===== config.mk =====
export PLATFORM = sky130hd
export DESIGN_NAME = nn_mac_avs
export DESIGN_NICKNAME = d
export VERILOG_FILES = /design/src/rtl/nn_mac_avs.sv
export SDC_FILE = /design/constraint.sdc
export NUM_CORES = 1
export LEC_CHECK = 0
export ABC_AREA = 1
export ABC_CLOCK_PERIOD_IN_PS = 21200
export CELL_PAD_IN_SITES_DETAIL_PLACEMENT = 0
export CELL_PAD_IN_SITES_GLOBAL_PLACEMENT = 1
export CORE_MARGIN = 2
export CORE_UTILIZATION = 35
export DETAILED_ROUTE_END_ITERATION = 8
export DONT_BUFFER_PORTS = 1
export GPL_TIMING_DRIVEN = 0
export PLACE_DENSITY = 0.7
export SYNTH_ARGS = -nofsm -noshare
export SYNTH_HDL_FRONTEND = slang
export SYNTH_SLANG_ARGS = --single-unit

===== constraint.sdc =====
create_clock -name clk_clk -period 21.2 [get_ports clk_clk]
set_input_delay 6.36 -clock clk_clk [delete_from_list [all_inputs] [get_ports clk_clk]]
set_output_delay 6.36 -clock clk_clk [all_outputs]
set_load 0.02 [all_outputs]

===== src/rtl/nn_mac_avs.sv =====
// nn_mac_avs: Avalon-MM slave wrapping a pipelined signed 16x16 MAC with an 8-word register map.
// Latency: an INPUT write reaches ACC/COUNT MUL_STAGES cycles after it is accepted; read data arrives 1 cycle after acceptance.
// Backpressure: waitrequest stalls ACC/COUNT reads, CLEAR writes and WEIGHT writes while products are in flight.
// Optional build macro NN_MAC_PERF_EN: address 7 returns a saturating stall-cycle counter instead of the ID word.
module nn_mac_avs #(
   parameter int MUL_STAGES = 2,
   parameter int TARGET_W   = 16
) (
   input  logic          clk_clk,
   input  logic          reset_reset_n,
   input  logic [2:0]    avs_address,
   input  logic          avs_read,
   input  logic          avs_write,
   input  logic [31:0]   avs_writedata,
   input  logic [3:0]    avs_byteenable,
   output logic [31:0]   avs_readdata,
   output logic          avs_readdatavalid,
   output logic          avs_waitrequest,
   output logic          irq
);

   localparam logic [2:0] A_CTRL   = 3'd0;
   localparam logic [2:0] A_STATUS = 3'd1;
   localparam logic [2:0] A_WEIGHT = 3'd2;
   localparam logic [2:0] A_INPUT  = 3'd3;
   localparam logic [2:0] A_ACC    = 3'd4;
   localparam logic [2:0] A_COUNT  = 3'd5;
   localparam logic [2:0] A_TARGET = 3'd6;
   localparam logic [2:0] A_ID     = 3'd7;
   localparam logic [31:0] ID_WORD = 32'h4E4E_0001;

   logic                irq_en;
   logic                relu;
   logic                done;
   logic                ovf;
   logic [15:0]         weight;
   logic [15:0]         inp;
   logic [31:0]         acc;
   logic [TARGET_W-1:0] count;
   logic [TARGET_W-1:0] target;

   // product pipeline: vld[i]/prod[i] hold the product launched i+1 edges ago
   logic [MUL_STAGES-1:0] vld;
   logic [31:0]           prod [MUL_STAGES];

   logic                busy;
   logic                stall_req;
   logic                wr_acc;
   logic                rd_acc;
   logic                launch;
   logic                clear_acc;
   logic                w1c;
   logic                complete;
   logic [31:0]         tail;
   logic signed [31:0]  mul;
   logic [32:0]         sum;
   logic [31:0]         acc_nxt;
   logic                sat;
   logic [TARGET_W-1:0] count_inc;
   logic                hit;
   logic [31:0]         rd_mux;
   logic                unused_ok;

`ifdef NN_MAC_PERF_EN
   logic [31:0]         stall_cnt;
`endif

   assign busy = |vld;

   // classify the pending request: only accesses that touch in-flight state are stalled
   always_comb begin
      stall_req = 1'b0;
      if (avs_write) begin
         stall_req = (avs_address == A_CTRL && avs_byteenable[0] && avs_writedata[0]) ||
                     (avs_address == A_WEIGHT);
      end else if (avs_read) begin
         stall_req = (avs_address == A_ACC) || (avs_address == A_COUNT);
      end
   end

   assign avs_waitrequest = reset_reset_n & busy & stall_req;
   assign wr_acc    = avs_write & ~avs_waitrequest;
   assign rd_acc    = avs_read & ~avs_write & ~avs_waitrequest;
   assign launch    = wr_acc && avs_address == A_INPUT && avs_byteenable[1:0] == 2'b11;
   assign clear_acc = wr_acc && avs_address == A_CTRL && avs_byteenable[0] && avs_writedata[0];
   assign w1c       = wr_acc && avs_address == A_STATUS && avs_byteenable[0];

   // WEIGHT is used as stored before this edge, so a product always sees the weight of its launch cycle
   assign mul = 32'($signed(weight)) * 32'($signed(avs_writedata[15:0]));

   assign complete  = vld[MUL_STAGES-1];
   assign tail      = prod[MUL_STAGES-1];
   assign count_inc = count + TARGET_W'(1);
   assign hit       = complete && (target != '0) && (count_inc == target);

   // saturating 32-bit accumulate of the product leaving the pipeline
   always_comb begin
      sum     = {acc[31], acc} + {tail[31], tail};
      acc_nxt = sum[31:0];
      sat     = 1'b0;
      if (sum[32] != sum[31]) begin
         sat     = 1'b1;
         acc_nxt = sum[32] ? 32'h8000_0000 : 32'h7FFF_FFFF;
      end
   end

   // register read multiplexer; RELU only masks the value returned, never the stored sum
   always_comb begin
      rd_mux = '0;
      case (avs_address)
         A_CTRL:   rd_mux[2:1] = {relu, irq_en};
         A_STATUS: rd_mux[2:0] = {ovf, done, busy};
         A_WEIGHT: rd_mux[15:0] = weight;
         A_INPUT:  rd_mux[15:0] = inp;
         A_ACC:    rd_mux = (relu && acc[31]) ? 32'h0 : acc;
         A_COUNT:  rd_mux[TARGET_W-1:0] = count;
         A_TARGET: rd_mux[TARGET_W-1:0] = target;
         A_ID: begin
`ifdef NN_MAC_PERF_EN
            rd_mux = stall_cnt;
`else
            rd_mux = ID_WORD;
`endif
         end
         default:  rd_mux = '0;
      endcase
   end

   assign unused_ok = &{1'b0, avs_writedata[31:16], avs_byteenable[3:2]};

   // read response strobe and registered interrupt
   always_ff @(posedge clk_clk) begin
      if (!reset_reset_n) begin
         avs_readdatavalid <= 1'b0;
         avs_readdata      <= '0;
         irq               <= 1'b0;
      end else begin
         avs_readdatavalid <= rd_acc;
         avs_readdata      <= rd_acc ? rd_mux : 32'h0;
         irq               <= done & irq_en;
      end
   end

   // multiplier pipeline shift
   always_ff @(posedge clk_clk) begin
      if (!reset_reset_n) begin
         vld <= '0;
         for (int i = 0; i < MUL_STAGES; i++) prod[i] <= '0;
      end else begin
         vld[0]  <= launch;
         prod[0] <= mul;
         for (int i = MUL_STAGES - 1; i > 0; i--) begin
            vld[i]  <= vld[i-1];
            prod[i] <= prod[i-1];
         end
      end
   end

   // byte-lane writes to the programmable registers
   always_ff @(posedge clk_clk) begin
      if (!reset_reset_n) begin
         irq_en <= 1'b0;
         relu   <= 1'b0;
         weight <= '0;
         inp    <= '0;
         target <= '0;
      end else if (wr_acc) begin
         case (avs_address)
            A_CTRL: if (avs_byteenable[0]) {relu, irq_en} <= avs_writedata[2:1];
            A_WEIGHT: begin
               if (avs_byteenable[0]) weight[7:0]  <= avs_writedata[7:0];
               if (avs_byteenable[1]) weight[15:8] <= avs_writedata[15:8];
            end
            A_INPUT: begin
               if (avs_byteenable[0]) inp[7:0]  <= avs_writedata[7:0];
               if (avs_byteenable[1]) inp[15:8] <= avs_writedata[15:8];
            end
            A_TARGET: begin
               for (int i = 0; i < TARGET_W; i++)
                  if (avs_byteenable[i/8]) target[i] <= avs_writedata[i];
            end
            default: ;
         endcase
      end
   end

   // accumulator, completion counter and sticky status; a set beats a coincident W1C
   always_ff @(posedge clk_clk) begin
      if (!reset_reset_n) begin
         acc   <= '0;
         count <= '0;
         done  <= 1'b0;
         ovf   <= 1'b0;
      end else if (clear_acc) begin
         acc   <= '0;
         count <= '0;
         done  <= 1'b0;
         ovf   <= 1'b0;
      end else begin
         if (complete) begin
            acc   <= acc_nxt;
            count <= count_inc;
         end
         if (hit)                           done <= 1'b1;
         else if (w1c && avs_writedata[1])  done <= 1'b0;
         if (complete && sat)               ovf <= 1'b1;
         else if (w1c && avs_writedata[2])  ovf <= 1'b0;
      end
   end

`ifdef NN_MAC_PERF_EN
   // count cycles a request is held off, sticking at all-ones
   always_ff @(posedge clk_clk) begin
      if (!reset_reset_n || clear_acc) begin
         stall_cnt <= '0;
      end else if ((avs_read | avs_write) && avs_waitrequest && stall_cnt != '1) begin
         stall_cnt <= stall_cnt + 32'd1;
      end
   end
`endif

endmodule


==> results of run 1 <==
==> final cells by class <==
class	count	area, sq um	share of cell area (%)
Buffer	113	473.0	2.193
Multi-Input combinational cell	1765	13220	61.28
Sequential cell	200	4004	18.56
Tap cell	756	945.9	4.386
Inverter	624	2347	10.88
Clock inverter	15	155.1	0.7193
Clock buffer	17	425.4	1.972
==> synth_stat cells, drive strengths merged (24+ instances only) <==
master and number:
a21oi 195, buf 27, nand2 655, nor2 155
o21ai 113, fa 263, xor2 24, clkbuf 86
nand3 96, dfxtp 200, inv 624, ha 115
==> per-layer routing <==
layer	vias up	global-route usage [%]	routed length (microns)
met1	8583	28.84	28350
met5	-	0	7
met2	447	40.77	32710
met4	2	7.921	2099
li1	8203	-	-
met3	104	3.084	3332
==> logic make-up after synthesis <==
kind of cell | Yosys count
buf+inv | 737
fa+ha+maj | 378
xor+xnor | 40
flops | 200
simple gates | 966
compound gates | 381
==> sequential cells by signal, indices dropped and copies added (netlist names), 2 cells and up <==
register / cells
weight: 16
inp: 16
vld: 2
acc: 32
target: 16
prod: 64
avs_readdata: 32
count: 16
==> worst max path at each step <==
stage	from	end	slack (ns)	cells past startpoint
finish	avs_address[2]	avs_waitrequest	7.41	6
floorplan	avs_address[2]	avs_waitrequest	7.67	6
CTS	avs_address[2]	avs_waitrequest	7.43	6
detailed placement	avs_address[2]	avs_waitrequest	7.43	6
global route	avs_address[2]	avs_waitrequest	7.35	6
global placement	avs_address[2]	avs_waitrequest	7.46	6
==> power by group through the flow <==
stage               Sequential, mW  Clock (mW)  Combinational (mW)
global route                 0.400       0.346               0.242
detailed placement           0.407           0               0.213
floorplan                    0.403           0               0.144
finish                       0.398       0.329               0.214
global placement             0.407           0               0.213
CTS                          0.398       0.333               0.215
==> tightest hold or removal path, stage by stage, from the launching register on <==
cell,delay [ns]
dfxtp_1,0.31
nand2_1,0.05
inv_1,0.04
==> placed cells by master (no fill, tap or decap), types with 4 or more instances in the layout <==
| master | count |
|---|---|
| a211oi_1 | 6 |
| a211oi_2 | 5 |
| a21boi_0 | 4 |
| a21o_1 | 4 |
| a21oi_1 | 178 |
| a21oi_2 | 17 |
| a221oi_1 | 10 |
| a22oi_1 | 4 |
| a31oi_1 | 6 |
| a41oi_1 | 4 |
| buf_1 | 8 |
| buf_2 | 15 |
| buf_6 | 4 |
| clkbuf_1 | 86 |
| clkbuf_16 | 17 |
| clkinvlp_4 | 4 |
| dfxtp_1 | 200 |
| fa_1 | 263 |
| ha_1 | 115 |
| inv_1 | 620 |
| inv_8 | 4 |
| nand2_1 | 653 |
| nand3_1 | 94 |
| nand3b_1 | 5 |
| nand4_1 | 20 |
| nor2_1 | 150 |
| nor2_2 | 4 |
| nor3_1 | 18 |
| nor4_1 | 4 |
| o21ai_0 | 76 |
| o21ai_1 | 25 |
| o21ai_2 | 12 |
| o21bai_1 | 11 |
| o22ai_1 | 11 |
| or2_2 | 4 |
| xnor2_1 | 16 |
| xor2_1 | 24 |
==> flow_summary_export.csv, run 1 <==
group,metric,value,unit
outcome,outcome,"complete, no violations",
floorplan,coreArea,56500,sq um
global_route,grt.total_usage,23.08,%
worst_setup_path,rrSetupSlack,13.93,ns
logic_synthesis,synth_compound_area_share,11.10,%
placed_design,place.gp.congestion,0.9449,
logic_synthesis,ys_seq_area_share,19.98,%
routing,dr.pass1.iters,5,
cts,cts_tree,"yes",
pwr,pwr-share-comb,22.7,%
logic_synthesis,synth_fp_nets,3123,
pwr,swShare,34.49,%
routing,totalWireLength,66.50,mm
logic_synthesis,synth-xor-area-share,1.748,%
placed_design,place_inst,3458,
hold_path,hold_path_class,"reg -> reg",
timing,fmax,0.07251,GHz
run,cap_viol_max_count,0,
cts,insertion_delay,0.47,ns
logic_synthesis,synth_top_family_by_area,"adder cells",
routing,drc,0,
cts,clkSinkCount,200,
pwr,power.density,43.61,nW/um^2
logic_synthesis,synthSimpleGateAreaFrac,19.64,%
worst_setup_path,crit_type,"in -> out",
timing,fin_skew,0.01329,ns
hold_path,worstHoldEndpoint,"prod[0][43]",
logic_synthesis,yosys-top-cells-area,"fa_1, dfxtp_1, nand2_1",
placed_design,placed_area,20990,sq um
worst_setup_path,worst-path-max-fanout,7,
logic_synthesis,synthMuxAreaShare,0,%
cts,post_cts_resize_count,0,
timing,report.final.slew_viol_count,0,
logic_synthesis,synth_top_area_share,26.28,%
cts,path_clk_slew,0.08,ns
finish,instances_no_fill,3490,
logic_synthesis,yosys_warnings,0,
timing,min_period,13.79,ns
global_route,grt_max_degree,21,
logic_synthesis,synth-seq-cells,200,
worst_setup_path,reg2regPathDepth,20,
pwr,total_power,0.9407,mW
finish,diodes,0,
pwr,clkPwrFrac,34.9,%
timing,rsz0062_at_grt,"no",
placed_design,pre_cts_ws,7.430,ns
cts,clockRootBuffer,"clkbuf_16",
cts,clock_path_buffers,2,
timing,finalCritPeriodShare,65.05,%
floorplan,chipWidth,243.3,microns
cts,postCtsHoldBufs,0,
routing,via_per_inst,4.968,
worst_setup_path,crit_arrival,7.43,ns
global_route,antenna_found_initial,1,
finish,nets,3142,
timing,tightest_slew,0.9435,ns
finish,postLayoutCellArea,21570,sq um
logic_synthesis,synth_cells,2702,
logic_synthesis,synth_top_area_cell,"fa_1",
worst_setup_path,crit_family,"simple AND/OR/NAND/NOR gates",
timing,setup-violations-final,0,
worst_setup_path,crit_path_end_kind,"output port",
cts,cts_setup_buffers,0,
logic_synthesis,postSynth.asyncResetShare,0,%
worst_setup_path,crit_chain,"buf_6, inv_1, nand3_1, nand3_1, nand3_2, inv_1",
worst_setup_path,slowest_stage,"nand3_1",
logic_synthesis,synth_edf_count,0,
logic_synthesis,netlist_area,20040,sq um
worst_setup_path,start_kind,"primary input",
hold_path,hold_depth,2,
finish,utilization,38.18,%
placed_design,port_buffers,0,
finish,n_fill_cell,5980,
worst_setup_path,crit_buf_inv,3,
pwr,leakagePower,11.09,nW
worst_setup_path,worst_path_largest_cell_delay,0.33,ns
timing,fin_setup_tns,0,ns
logic_synthesis,synthFlopType,"dfxtp_1",
cts,cts_buffers,17,
logic_synthesis,synth_fa_ha_area_share,33.46,%
worst_setup_path,worstReg2RegEnd,"prod[0][31]",
hold_path,hp-start,"prod[0][11]",
logic_synthesis,ys_types,52,
pwr,switching_power,0.3245,mW
timing,setup_slack,7.409,ns
finish,syn2layout_area_growth,7.643,%
worst_setup_path,reg2reg_from,"weight[15]",
floorplan,die-area,59180,sq um
floorplan,rows,87,
cts,htreeDepth,4,
timing,slew_headroom,37.10,%
pwr,seq_power_share,42.3,%
routing,wl_per_cell,19.05,microns
finish,drive_above_1_share,3.877,%
placed_design,hpwl,55.24,mm
routing,drtIter0Drc,1143,
pwr,internal_power,0.6162,mW
worst_setup_path,required,14.84,ns
routing,ant_nets,0,
pwr,ir_worst_vdd,0.04677,mV
global_route,grt_pass1_wl,104.2,mm
timing,whs,0.4190,ns
floorplan,initial_utilization,35.47,%
timing,hold_violations,0,
global_route,grt-ovfl-total,0,
logic_synthesis,postSynthAreaPerCell,7.416,sq um
floorplan,io_pins,78,
routing,dr_total_vias,17340,
floorplan,dieHeight,243.3,microns
global_route,grt_pass1_vias,17990,
No activity file was read; power rests on OpenSTA's default activity.
==> inputs of run 2 (changes only) <==
ABC_AREA = 0   (was 1)
ABC_CLOCK_PERIOD_IN_PS = 14300   (was 21200)
PLACE_DENSITY = 0.68   (was 0.7)
clock period = 14.3 ns   (was 21.2 ns; I/O delays follow)
==> run 2 against run 1 <==
Against the previous run: final area down 2.1%; non-clock buffer count down 3; via count down 15%; cell count down 15%; clock power up 45%; sequential power up 47%; global-route usage down 2.4 points; critical path depth up 17; die area down 2.1%; power up 42%.
==> flow_summary_export.csv, run 2 <==
group,metric,value,unit
floorplan,initial_utilization,35.51,%
global_route,grt-ovfl-total,0,
cts,clkSinkCount,200,
routing,dr.pass1.iters,5,
timing,fmax,0.08656,GHz
logic_synthesis,synth_commonest_cells,"inv_1, fa_1, dfxtp_1",
cts,post_cts_resize_count,0,
logic_synthesis,postSynth.asyncResetShare,0,%
timing,fin_skew,0.01575,ns
logic_synthesis,synth_cells,2180,
logic_synthesis,synthSimpleGateAreaFrac,17.55,%
logic_synthesis,synth_fp_nets,2601,
global_route,grt_pass1_wl,89.99,mm
logic_synthesis,synth_top_family_by_area,"adder cells",
worst_setup_path,crit_family,"adder cells",
worst_setup_path,crit_path_end_kind,"register",
pwr,power.density,63.36,nW/um^2
worst_setup_path,worst_path_largest_cell_delay,0.91,ns
finish,final_cell_mix,"inv_1, fa_1, dfxtp_1",
timing,setup_slack,2.747,ns
finish,multi_input_area,13920,sq um
routing,dr_total_vias,14790,
timing,setup-violations-final,0,
cts,cts_setup_buffers,0,
routing,wl_per_cell,19.69,microns
floorplan,rows,86,
placed_design,hpwl,46.42,mm
finish,syn2layout_area_growth,7.684,%
placed_design,place.gp.congestion,0.8992,
logic_synthesis,synth.most_common_cell,"inv_1",
placed_design,port_buffers,0,
logic_synthesis,ys_seq_area_share,20.42,%
worst_setup_path,crit_top_cell,"fa_1",
floorplan,io_pins,78,
timing,min_period,11.55,ns
logic_synthesis,synth_compound_area_share,9.516,%
run,cap_viol_max_count,0,
finish,largest-register,"prod",
floorplan,chipWidth,240.7,microns
logic_synthesis,ys_types,71,
routing,ant_nets,0,
global_route,antenna_found_initial,4,
logic_synthesis,synthFlopType,"dfxtp_1",
placed_design,pre_cts_ws,2.368,ns
logic_synthesis,postSynthAreaPerCell,8.993,sq um
cts,clock_path_buffers,2,
logic_synthesis,synth_edf_count,0,
worst_setup_path,required,14.65,ns
cts,htreeDepth,4,
outcome,outcome,"complete, no violations",
worst_setup_path,slowest_stage,"a2111oi_0",
cts,postCtsHoldBufs,0,
cts,insertion_delay,0.46,ns
global_route,grt.total_usage,20.70,%
hold_path,hold_path_class,"reg -> reg",
logic_synthesis,synth-seq-cells,200,
global_route,grt_max_degree,19,
logic_synthesis,yosys-top-cells-area,"fa_1, dfxtp_1, ha_1",
logic_synthesis,synth_fa_ha_area_share,35.91,%
routing,drc,0,
logic_synthesis,synth_top_area_share,26.86,%
cts,clockRootBuffer,"clkbuf_16",
worst_setup_path,crit_type,"in -> reg",
floorplan,die-area,57920,sq um
timing,report.final.slew_viol_count,0,
finish,drive_above_1_share,4.656,%
timing,slew_headroom,19.02,%
timing,rsz0062_at_grt,"no",
global_route,grt_pass1_vias,15130,
pwr,leakagePower,9.453,nW
timing,hold_violations,0,
routing,totalWireLength,58.30,mm
floorplan,dieHeight,240.7,microns
finish,reg_top3,"prod x64, acc x32, avs_readdata x32",
finish,n_fill_cell,5639,
worst_setup_path,crit_buf_inv,6,
finish,nets,2620,
timing,fin_setup_tns,0,ns
pwr,ir_worst_vdd,0.09698,mV
worst_setup_path,crit_chain,"clkbuf_1, clkbuf_1, nand2_1, fa_1, inv_1, fa_1, fa_1, fa_1, fa_1, inv_1, fa_1, inv_1, ha_1, clkbuf_1, a21oi_1, o21ai_0, a311oi_1, o21ba_2, a21oi_1, a2111oi_0, a31oi_1, xnor2_1, and2_1",
worst_setup_path,start_kind,"primary input",
worst_setup_path,worst-path-max-fanout,10,
logic_synthesis,synthMuxAreaShare,3.612,%
timing,tightest_slew,1.184,ns
worst_setup_path,crit_arrival,11.90,ns
logic_synthesis,synth_top_area_cell,"fa_1",
floorplan,coreArea,55200,sq um
finish,largest_reg_flops,64,
cts,path_clk_slew,0.07,ns
cts,cts_tree,"yes",
logic_synthesis,yosys_warnings,0,
finish,seqCellArea,4004,sq um
finish,layout_commonest_cell,"inv_1",
timing,finalCritPeriodShare,80.79,%
routing,via_per_inst,4.994,
logic_synthesis,netlist_area,19600,sq um
cts,cts_buffers,17,
routing,drtIter0Drc,1037,
logic_synthesis,synth-xor-area-share,4.423,%
## run 2: changes by cell type in the layout (fill, tap and decap cells not counted), moves of 58 or more
| cell | before | now |
|---|---|---|
| a21oi_1 | 178 | 118 |
| nor2b_1 | 0 | 62 |
| and2_1 | 1 | 192 |
| nand3_1 | 94 | 36 |
| inv_1 | 620 | 327 |
| nor2_1 | 150 | 91 |
| nand2_1 | 653 | 196 |
## run 2: path summary, 6_finish.rpt
path                                  startpoint     endpoint  slack, ns  cells after the start
worst max-delay path            avs_writedata[7]  prod[0][30]       2.75                     23
worst min-delay path                 prod[0][24]  prod[0][56]       0.44                      1
worst max register to register         weight[9]  prod[0][30]       6.23                     22
worst min register to register       prod[0][24]  prod[0][56]       0.44                      1
## run 2: worst reg2reg max path, cell delays in order (launching register included)
cell,delay [ns]
dfxtp_1,0.31
clkbuf_1,0.68
clkbuf_1,0.68
nand2_1,0.18
fa_1,0.52
fa_1,0.50
inv_1,0.06
fa_1,0.50
inv_1,0.06
fa_1,0.58
fa_1,0.45
fa_1,0.51
inv_1,0.05
ha_1,0.34
a21oi_1,0.24
o21ai_0,0.15
a311oi_1,0.41
o21ba_2,0.20
a21oi_1,0.07
a2111oi_0,0.91
a31oi_1,0.21
xnor2_1,0.18
and2_1,0.17
## run 2: metrics by stage
stage	power (mW)	utilization (%)	cell area [sq um]	std cells	hold slack, ns
4_1_cts	1.345	38.24	21110	2960	0.4354
5_1_grt	1.404	38.24	21110	2960	0.4548
6_report	1.338	38.24	21110	2961	0.4371
3_5_place_dp	0.8722	37.21	20540	2928	0.4199
3_3_place_gp	0.8684	37.21	20540	2928	0.4198
2_1_floorplan	0.7918	-	19600	2180	0.4119
## run 2: power by group
part | internal (mW) | switching [mW] | leakage [nW]
logic | 0.106 | 0.168 | 7.56
registers | 0.576 | 0.0108 | 1.62
clock network | 0.245 | 0.232 | 0.274
total | 0.927 | 0.411 | 9.45
## run 2: cell type report
class | instances | share of cell area (%)
sequential | 200 | 18.97
multi-input combinational | 1543 | 65.94
inverter | 327 | 5.814
buffer | 110 | 2.146
clock buffer | 18 | 2.033
clock inverter | 14 | 0.6579
tap | 748 | 4.433
antenna | 1 | 0.01185
## run 2: per-layer routing
metal / part of all wire (%) / global-route usage (%) / vias up
met2: 47 / 34.60 / 374
met1: 45 / 27.65 / 7382
met3: 5.0 / 2.814 / 76
met4: 3.0 / 6.701 / 0
met5: 0 / 0 / -
li1: - / - / 6955
## run 2: kinds of logic after synthesis
| group | count (synthesis) |
|---|---|
| adder cells (fa/ha/maj) | 408 |
| buffers and inverters | 437 |
| AND/OR/NAND/NOR | 671 |
| XOR/XNOR | 99 |
| AO/OA/AOI/OAI | 296 |
| multiplexers | 69 |
| flip-flops | 200 |
